$ cat src/rtl/io_guard_pkg.sv
// Shared definitions for the io_guard I/O-cycle monitor: FSM state
// encoding, permission-group geometry, the violation record layout and
// the violation predicate used by the top level.
package io_guard_pkg;

  // Permission geometry: 16 groups of 16 ports, group index = addr[7:4]
  localparam int PERM_GROUPS = 16;
  localparam int GROUP_SHIFT = 4;

  // Monitor FSM states
  typedef enum logic [1:0] {
    ST_IDLE   = 2'd0,
    ST_ACTIVE = 2'd1,
    ST_PULSE  = 2'd2
  } guard_state_t;

  // One captured violation: port, write data (zero for IN) and direction
  typedef struct packed {
    logic [7:0] addr;
    logic [7:0] data;
    logic       write;
  } viol_rec_t;

  // A cycle traps only while virtualised, outside trap mode, and when the
  // port's group has no allow bit set
  function automatic logic isViolation(
    input logic                   virtEn,
    input logic                   trapMode,
    input logic [PERM_GROUPS-1:0] mask,
    input logic [3:0]             group
  );
    return virtEn && !trapMode && !mask[group];
  endfunction

endpackage

$ cat src/rtl/io_guard_sync.sv
// Multi-flop synchroniser for one asynchronous Z80 strobe. The chain
// resets to all ones so the strobe reads as inactive (high) after reset.
module io_sync #(
  parameter int STAGES = 2
) (
  input  logic clk,
  input  logic rst,
  input  logic i_async,
  output logic o_sync
);

  logic [STAGES-1:0] r_chain;

  // Shift the raw pin through the chain; reset fills it with inactive ones
  always_ff @(posedge clk) begin
    if (rst) begin
      r_chain <= '1;
    end else begin
      r_chain <= {r_chain[STAGES-2:0], i_async};
    end
  end

  assign o_sync = r_chain[STAGES-1];

endmodule

$ cat src/rtl/io_guard.sv
// io_guard: Z80 I/O-cycle monitor feeding the trap/mode controller.
// Classifies each synchronised I/O cycle against a 16-group allow mask,
// pulses io_violation for VIOL_PULSE clocks on a trapped access and keeps
// one violation record for the hypervisor.
// Optional build macro: IO_GUARD_STATS_EN adds the viol_count output.
module io_guard
  import io_guard_pkg::*;
#(
  parameter int          SYNC_STAGES = 2,
  parameter int          VIOL_PULSE  = 4,
  parameter logic [15:0] PERM_RESET  = 16'h0000
) (
  input  logic        clk,
  input  logic        rst,
  input  logic        iorq_n,
  input  logic        rd_n,
  input  logic        wr_n,
  input  logic        m1_n,
  input  logic [7:0]  addr,
  input  logic [7:0]  data,
  input  logic        virtual_enabled,
  input  logic        trap_state,
  input  logic        perm_we,
  input  logic [15:0] perm_wdata,
  input  logic        cap_ack,
  output logic        io_violation,
  output logic        cap_valid,
  output logic [7:0]  cap_addr,
  output logic [7:0]  cap_data,
  output logic        cap_write,
  output logic        cap_overrun,
  output logic [15:0] perm_mask
`ifdef IO_GUARD_STATS_EN
  ,
  output logic [7:0]  viol_count
`endif
);

  // Counter starts at VIOL_PULSE-1 so the PULSE state lasts VIOL_PULSE clocks
  localparam logic [3:0] PULSE_LOAD = 4'(VIOL_PULSE - 1);

  logic w_iorqS, w_rdS, w_wrS, w_m1S;
  logic w_ioCycle;
  logic w_violCond;
  logic w_evalViol;
  logic [3:0] w_group;
  viol_rec_t w_rec;

  guard_state_t r_state, w_nextState;
  logic [3:0]   r_pulseCnt, w_nextCnt;

  logic [PERM_GROUPS-1:0] r_permMask;
  viol_rec_t              r_capRec;
  logic                   r_capValid;
  logic                   r_capOverrun;

  io_sync #(.STAGES(SYNC_STAGES)) u_syncIorq (
    .clk(clk), .rst(rst), .i_async(iorq_n), .o_sync(w_iorqS)
  );
  io_sync #(.STAGES(SYNC_STAGES)) u_syncRd (
    .clk(clk), .rst(rst), .i_async(rd_n), .o_sync(w_rdS)
  );
  io_sync #(.STAGES(SYNC_STAGES)) u_syncWr (
    .clk(clk), .rst(rst), .i_async(wr_n), .o_sync(w_wrS)
  );
  io_sync #(.STAGES(SYNC_STAGES)) u_syncM1 (
    .clk(clk), .rst(rst), .i_async(m1_n), .o_sync(w_m1S)
  );

  // A genuine I/O cycle: IORQ low, M1 high (not INTA), exactly one of RD/WR low
  assign w_ioCycle = !w_iorqS && w_m1S && (w_rdS ^ w_wrS);

  // Record presented at the evaluation edge; IN cycles carry no data
  assign w_group       = addr[7:GROUP_SHIFT];
  assign w_rec.addr    = addr;
  assign w_rec.write   = !w_wrS;
  assign w_rec.data    = w_wrS ? 8'h00 : data;

  // The mask register still holds the old value during a coinciding write
  assign w_violCond = isViolation(virtual_enabled, trap_state, r_permMask, w_group);

  // Next-state and pulse-counter logic for the monitor FSM
  always_comb begin
    w_nextState = r_state;
    w_nextCnt   = r_pulseCnt;
    w_evalViol  = 1'b0;
    case (r_state)
      ST_IDLE: begin
        if (w_ioCycle) begin
          if (w_violCond) begin
            w_evalViol  = 1'b1;
            w_nextState = ST_PULSE;
            w_nextCnt   = PULSE_LOAD;
          end else begin
            w_nextState = ST_ACTIVE;
          end
        end
      end
      ST_ACTIVE: begin
        if (w_iorqS) begin
          w_nextState = ST_IDLE;
        end
      end
      ST_PULSE: begin
        if (r_pulseCnt == 4'd0) begin
          w_nextState = w_iorqS ? ST_IDLE : ST_ACTIVE;
        end else begin
          w_nextCnt = r_pulseCnt - 4'd1;
        end
      end
      default: begin
        w_nextState = ST_IDLE;
      end
    endcase
  end

  // FSM state and pulse down-counter registers
  always_ff @(posedge clk) begin
    if (rst) begin
      r_state    <= ST_IDLE;
      r_pulseCnt <= 4'd0;
    end else begin
      r_state    <= w_nextState;
      r_pulseCnt <= w_nextCnt;
    end
  end

  // Allow mask: writable only from trap mode or with virtualisation off
  always_ff @(posedge clk) begin
    if (rst) begin
      r_permMask <= PERM_RESET;
    end else if (perm_we && (trap_state || !virtual_enabled)) begin
      r_permMask <= perm_wdata;
    end
  end

  // Violation record: first violation is kept, later ones only flag overrun;
  // an ack arriving with a new violation lets the new record replace the old
  always_ff @(posedge clk) begin
    if (rst) begin
      r_capRec     <= '0;
      r_capValid   <= 1'b0;
      r_capOverrun <= 1'b0;
    end else if (w_evalViol && (!r_capValid || cap_ack)) begin
      r_capRec     <= w_rec;
      r_capValid   <= 1'b1;
      r_capOverrun <= 1'b0;
    end else if (w_evalViol) begin
      r_capOverrun <= 1'b1;
    end else if (cap_ack) begin
      r_capValid   <= 1'b0;
      r_capOverrun <= 1'b0;
    end
  end

`ifdef IO_GUARD_STATS_EN
  logic [7:0] r_violCount;

  // Saturating violation counter, cleared by the hypervisor's ack
  always_ff @(posedge clk) begin
    if (rst) begin
      r_violCount <= 8'h00;
    end else if (w_evalViol) begin
      if (cap_ack) begin
        r_violCount <= 8'h01;
      end else if (r_violCount != 8'hFF) begin
        r_violCount <= r_violCount + 8'h01;
      end
    end else if (cap_ack) begin
      r_violCount <= 8'h00;
    end
  end

  assign viol_count = r_violCount;
`endif

  assign io_violation = (r_state == ST_PULSE);
  assign cap_valid    = r_capValid;
  assign cap_addr     = r_capRec.addr;
  assign cap_data     = r_capRec.data;
  assign cap_write    = r_capRec.write;
  assign cap_overrun  = r_capOverrun;
  assign perm_mask    = r_permMask;

endmodule

$ cat config.mk
export PLATFORM = sky130hd
export DESIGN_NAME = io_guard
export DESIGN_NICKNAME = d
export VERILOG_FILES = /design/src/rtl/io_guard_pkg.sv /design/src/rtl/io_guard_sync.sv /design/src/rtl/io_guard.sv
export SDC_FILE = /design/constraint.sdc
export NUM_CORES = 1
export LEC_CHECK = 0
export ABC_AREA = 0
export ABC_CLOCK_PERIOD_IN_PS = 6460
export CORE_UTILIZATION = 30
export DETAILED_ROUTE_END_ITERATION = 10
export PLACE_DENSITY = 0.64
export SLEW_MARGIN = 10
export SYNTH_ARGS = -nofsm -noshare
export SYNTH_HDL_FRONTEND = slang
export SYNTH_HIERARCHICAL = 1
export SYNTH_SLANG_ARGS = --single-unit
$ cat constraint.sdc
create_clock -name clk -period 6.46 [get_ports clk]
set_input_delay 0.646 -clock clk [delete_from_list [all_inputs] [get_ports clk]]
set_output_delay 0.646 -clock clk [all_outputs]
set_load 0.02 [all_outputs]
* After elaboration in Yosys (flattened, before gate mapping)
Cells that the tools add are included.
** Word-level totals
- Bits in registers :: 49
- Input port bits :: 42
** Operators by class
- Magnitude comparators :: 1
- Equality and inequality tests :: 8
- Multiplexer cells :: 20
- Reductions and logical operators :: 23
- Bitwise gates (word level) :: 1
- $add $sub $neg :: 1
** Operators with widths (count)
- 2-to-1 mux 4 bit :: 3
- 2-to-1 mux 1 bit :: 9
- 2-to-1 mux 2 bit :: 4
- 2-to-1 mux 8 bit :: 1
- one-hot mux 4 bit (2 select lines) :: 1
- logical AND 1 bit :: 6
- zero test 1 bit :: 6
- != test 2 x 1 -> 1 bit, second input constant :: 3
- != test 2 bit, second input constant :: 3
- one-hot mux 2 bit (3 select lines) :: 1
- nonzero test 2 bit :: 3
- less-than comparator 4 x 5 -> 1 bit, second input constant :: 1
- binary-select mux 1 bit (select 4 bit) :: 1
- zero test 4 bit :: 1
- AND reduction 4 bit :: 1
- subtractor 4 x 1 -> 4 bit, second input constant :: 1
- AND reduction 3 bit :: 1
- equality test 2 x 1 -> 1 bit, second input constant :: 1
- equality test 2 bit, second input constant :: 1
- zero test 2 bit :: 1
- logical OR 1 bit :: 2
- AND reduction 2 bit :: 1
- OR reduction 2 bit :: 1
- bitwise XOR 1 bit :: 1

* Longest topological paths before layout
- Word-level depth :: 10
- Mapped depth :: 8

* By module
Netlist, hierarchy kept.
** Modules (own cells, without submodules)
- io_guard :: cells each 223, instances 1, seq. area each 820.8 um^2, area each 1864.3 um^2
- io_sync :: cells each 4, instances 4, seq. area each 40.0 um^2, area each 52.6 um^2

* Worst setup path after synthesis
OpenSTA, ideal clock, no wires.
- Path type :: input to register
- From :: input port addr[4]
- To :: register r_capRec (netlist bit cap_data[6])
- Setup slack :: 3.997 ns
- Setup time :: 0.070 ns
- Stages on the path :: 6
- Arrival time :: 2.393 ns
- Buffers on the path :: 1
- Cells stage by stage :: buf_6 -> mux4_2 -> or2_1 -> a311o_1 -> or4b_1 -> a21oi_1
** On the way
- Word-level cells in the longest chain between the ends :: 8
** Ends and longest elaborated chain
- start: declaration :: line io_guard.sv:19 : input logic [7:0] addr,
- binary-select mux 1 bit (select 4 bit) :: line io_guard_pkg.sv:32 : return virtEn && !trapMode && !mask[group];
- 2-to-1 mux 1 bit (implied by the code) :: line io_guard_pkg.sv:32
- zero test 1 bit :: line io_guard_pkg.sv:32
- logical AND 1 bit :: line io_guard_pkg.sv:32
- 2-to-1 mux 1 bit :: line io_guard.sv:90 : if (w_violCond) begin
- 2-to-1 mux 1 bit :: line io_guard.sv:89 : if (w_ioCycle) begin
- 2-to-1 mux 1 bit :: line io_guard.sv:87 : case (r_state)
- logical AND 1 bit :: line io_guard.sv:144 : end else if (w_evalViol && (!r_capValid || cap_ack)) begin
- end signal: assignment :: line io_guard.sv:145 : r_capRec <= w_rec;
- end: declaration :: line io_guard.sv:53 : viol_rec_t r_capRec;
No other way between the ends. The select of a mux whose other input is x is not followed.
A chain may end at the register's enable or synchronous reset.

* Worst setup path after layout
- From :: input port addr[4]
- To :: register r_capRec (netlist bit cap_data[4])
Same word-level chain as after synthesis.

==> results.cfg <==
[clock_tree]
clk_path_buf_depth = 2
cts_root_buffer = clkbuf_8
cts_tree = built
htreeDepth = 2
holdBufCountCts = 0
cts-resized-gates = 0
cts_inserted_buffers = 5
post-cts-setup-buffer-count = 0
numClockSinks = 49
clkSlewWorstSetupHoldPaths_ns = 0.09
clock_latency_ns = 0.30

[power]
cell_internal_pwr_uw = 428
power_frac_seq_pct = 55.2
clockPowerShare_pct = 30.8
p_comb_share_pct = 14.0
p_per_area_nw_per_um2 = 193
p_switching_uw = 144
p_sw_share_pct = 25.1
ir_worst_vdd_v = 0.0000856
cellLeakagePower_uw = 0.00108

[route]
routed_wl_um = 4910
avgRoutedWirePerCell_um = 12.8
drc = 0
dr.pass1.iters = 4
ant_nets = 0
drt_iter0_drc = 76
vias = 1831
routed_via_density = 4.76

[worst_setup_path]
critical_path_class = in2reg
endpoint_kind = flop
worst-endpoint-arrival_ns = 3.57
critical_path.max_fanout = 14
cp-start-kind = input pin
crit_required_ns = 6.69
r2r-start = perm_mask[5]$_SDFFE_PP0P_
crit_path_start = addr[4]

[global_route]
grt_pass1_wl_um = 7970
grt_start_max_net_pins = 52
overflow = 0
top_usage_layer = met2
grt_pass1_vias = 1747
use_met2_pct = 21.2
use_met1_pct = 18.5
met3_usage_pct = 4.09
grt_usage_pct = 13.8
antenna_found_initial = 0

[logic_synthesis]
netlist_instances = 239
ys_warn_count = 6
synth_area_um2 = 2070
synth_ff_type = dfxtp_1
ys_top_cells_by_area = dfxtp_1, a21oi_1, nand2_1, mux2i_1, nand2b_1
ys_seq_area_share_pct = 47.3
synth.top_cell.area_share_pct = 47.3
synth.avg_cell_area_um2 = 8.68
synth-seq-cells = 49
synth-async-reset-ratio_pct = 0
synth_nets = 282
ys_types = 42
synth.largest_area_cell = dfxtp_1
synth-edff-count = 0

[timing]
fmax_mhz = 299
fin_crit_ns = 3.34
setup_viol = 0
clock_skew_ns = 0.00854
finalSetupTns_ns = 0
finalHoldViolCount = 0
finalMaxSlewViolations = 0
relSlewSlack_pct = 34.4
min_period_over_period_pct = 51.8
worst_slew_pin_slew_ns = 0.985
rsz0062_at_grt = false
worst_hold_slack_ns = 0.409

[cells_and_area]
multiInputGateArea_um2 = 1000
num_antenna_cells = 0
nNetsFinal = 350
layout-drive-gt1-share_pct = 5.19
n_fill_cell = 631
final_cell_mix = clkdlybuf4s50_1, dfxtp_1, nand2_1
final_common_cell = clkdlybuf4s50_1
area_growth_pct = 42.5
regArea_um2 = 981

[place]
place_hpwl_um = 3510
finalWeightedCongestion = 0.727
port_buffers = 77

[floorplanning]
die_w_um = 85.2
die_h_um = 85.2
die-area_um2 = 7250
core-area_um2 = 6490
rows = 29
io_pins = 78
start_util_pct = 31.9

[outcome]
status = completed

[hold_path]
hold_start = u_syncRd/r_chain[0]$_SDFF_PP1_
min-delay-path-class = reg2reg

[flow_run]
drv_cap = 0
[cell usage after synthesis, types with 5 or more instances]
master     n
a21oi_1   33
dfxtp_1   49
clkbuf_1  13
mux2i_1   10
nand2_1   43
or2_1      9
o21ai_1    8
nand4_1    9
nor2_1     6
nand2b_1  10
o21ai_0    6
inv_1      5
[flip-flops by register name, summed over array words and instances, names as in the netlist, 2 cells and up]
name                cells
perm_mask              16
cap_addr                8
r_state                 2
u_syncRd/r_chain        2
cap_data                8
r_pulseCnt              4
u_syncWr/r_chain        2
u_syncIorq/r_chain      2
u_syncM1/r_chain        2
[routing by layer]
| metal | vias up | wire, um |
|---|---|---|
| met2 | 54 | 2020 |
| met5 | - | 0 |
| met3 | 5 | 300 |
| met4 | 0 | 66 |
| met1 | 814 | 2520 |
| li1 | 958 | - |
[per-stage QoR]
step	setup slack [ns]	utilization, %	power [uW]	instances	instance area [um^2]
finish	3.12	45.5	572	385	2960
global route	2.91	45.5	599	385	2960
CTS	3.14	45.5	580	385	2960
detailed placement	2.81	44.2	403	377	2870
global placement	2.84	44.2	403	377	2870
floorplan	4.00	-	360	239	2070
[worst paths after layout]
| kind | endpoint | slack, ns | cells past startpoint |
|---|---|---|---|
| min | u_syncRd/r_chain[1]$_SDFF_PP1_ | 0.41 | 1 |
| min reg2reg | u_syncRd/r_chain[1]$_SDFF_PP1_ | 0.41 | 1 |
| max reg2reg | cap_data[4]$_SDFFE_PP0P_ | 3.85 | 5 |
| max | cap_data[4]$_SDFFE_PP0P_ | 3.12 | 6 |
[power by group through the flow]
stage	combinational [uW]	sequential (uW)	clock, uW
2_1_floorplan	31.9	328	0
3_3_place_gp	79.9	323	0
3_5_place_dp	80.0	323	0
4_1_cts	80.4	316	184
5_1_grt	87.2	317	195
6_report	80.0	316	176
[worst max-delay path: stages]
cell and delay [ns]:
clkdlybuf4s50_1 0.65, mux4_2 0.53, or2_1 0.24, a311oi_2 0.81, nand3_2 0.43, mux2i_1 0.26
[layout make-up]
class	count	share of cell area, %
clock buffer	5	2.33
tap	77	3.26
multi-input combinational	168	33.9
sequential	49	33.2
timing repair buffer	78	26.2
inverter	5	0.635
clock inverter	3	0.592
[logic make-up (layout without fill, tap and decap cells)]
logic type	count (synthesis)	after routing	synth area share, %
AND/OR/NAND/NOR	92	92	22.4
AO/OA/AOI/OAI	59	59	16.2
flip-flops	49	49	47.3
buffers and inverters	22	91	4.46
multiplexers	15	15	8.62
adder cells (fa/ha/maj)	1	1	0.603
XOR/XNOR	1	1	0.422
(Power assumes the default switching activity.)
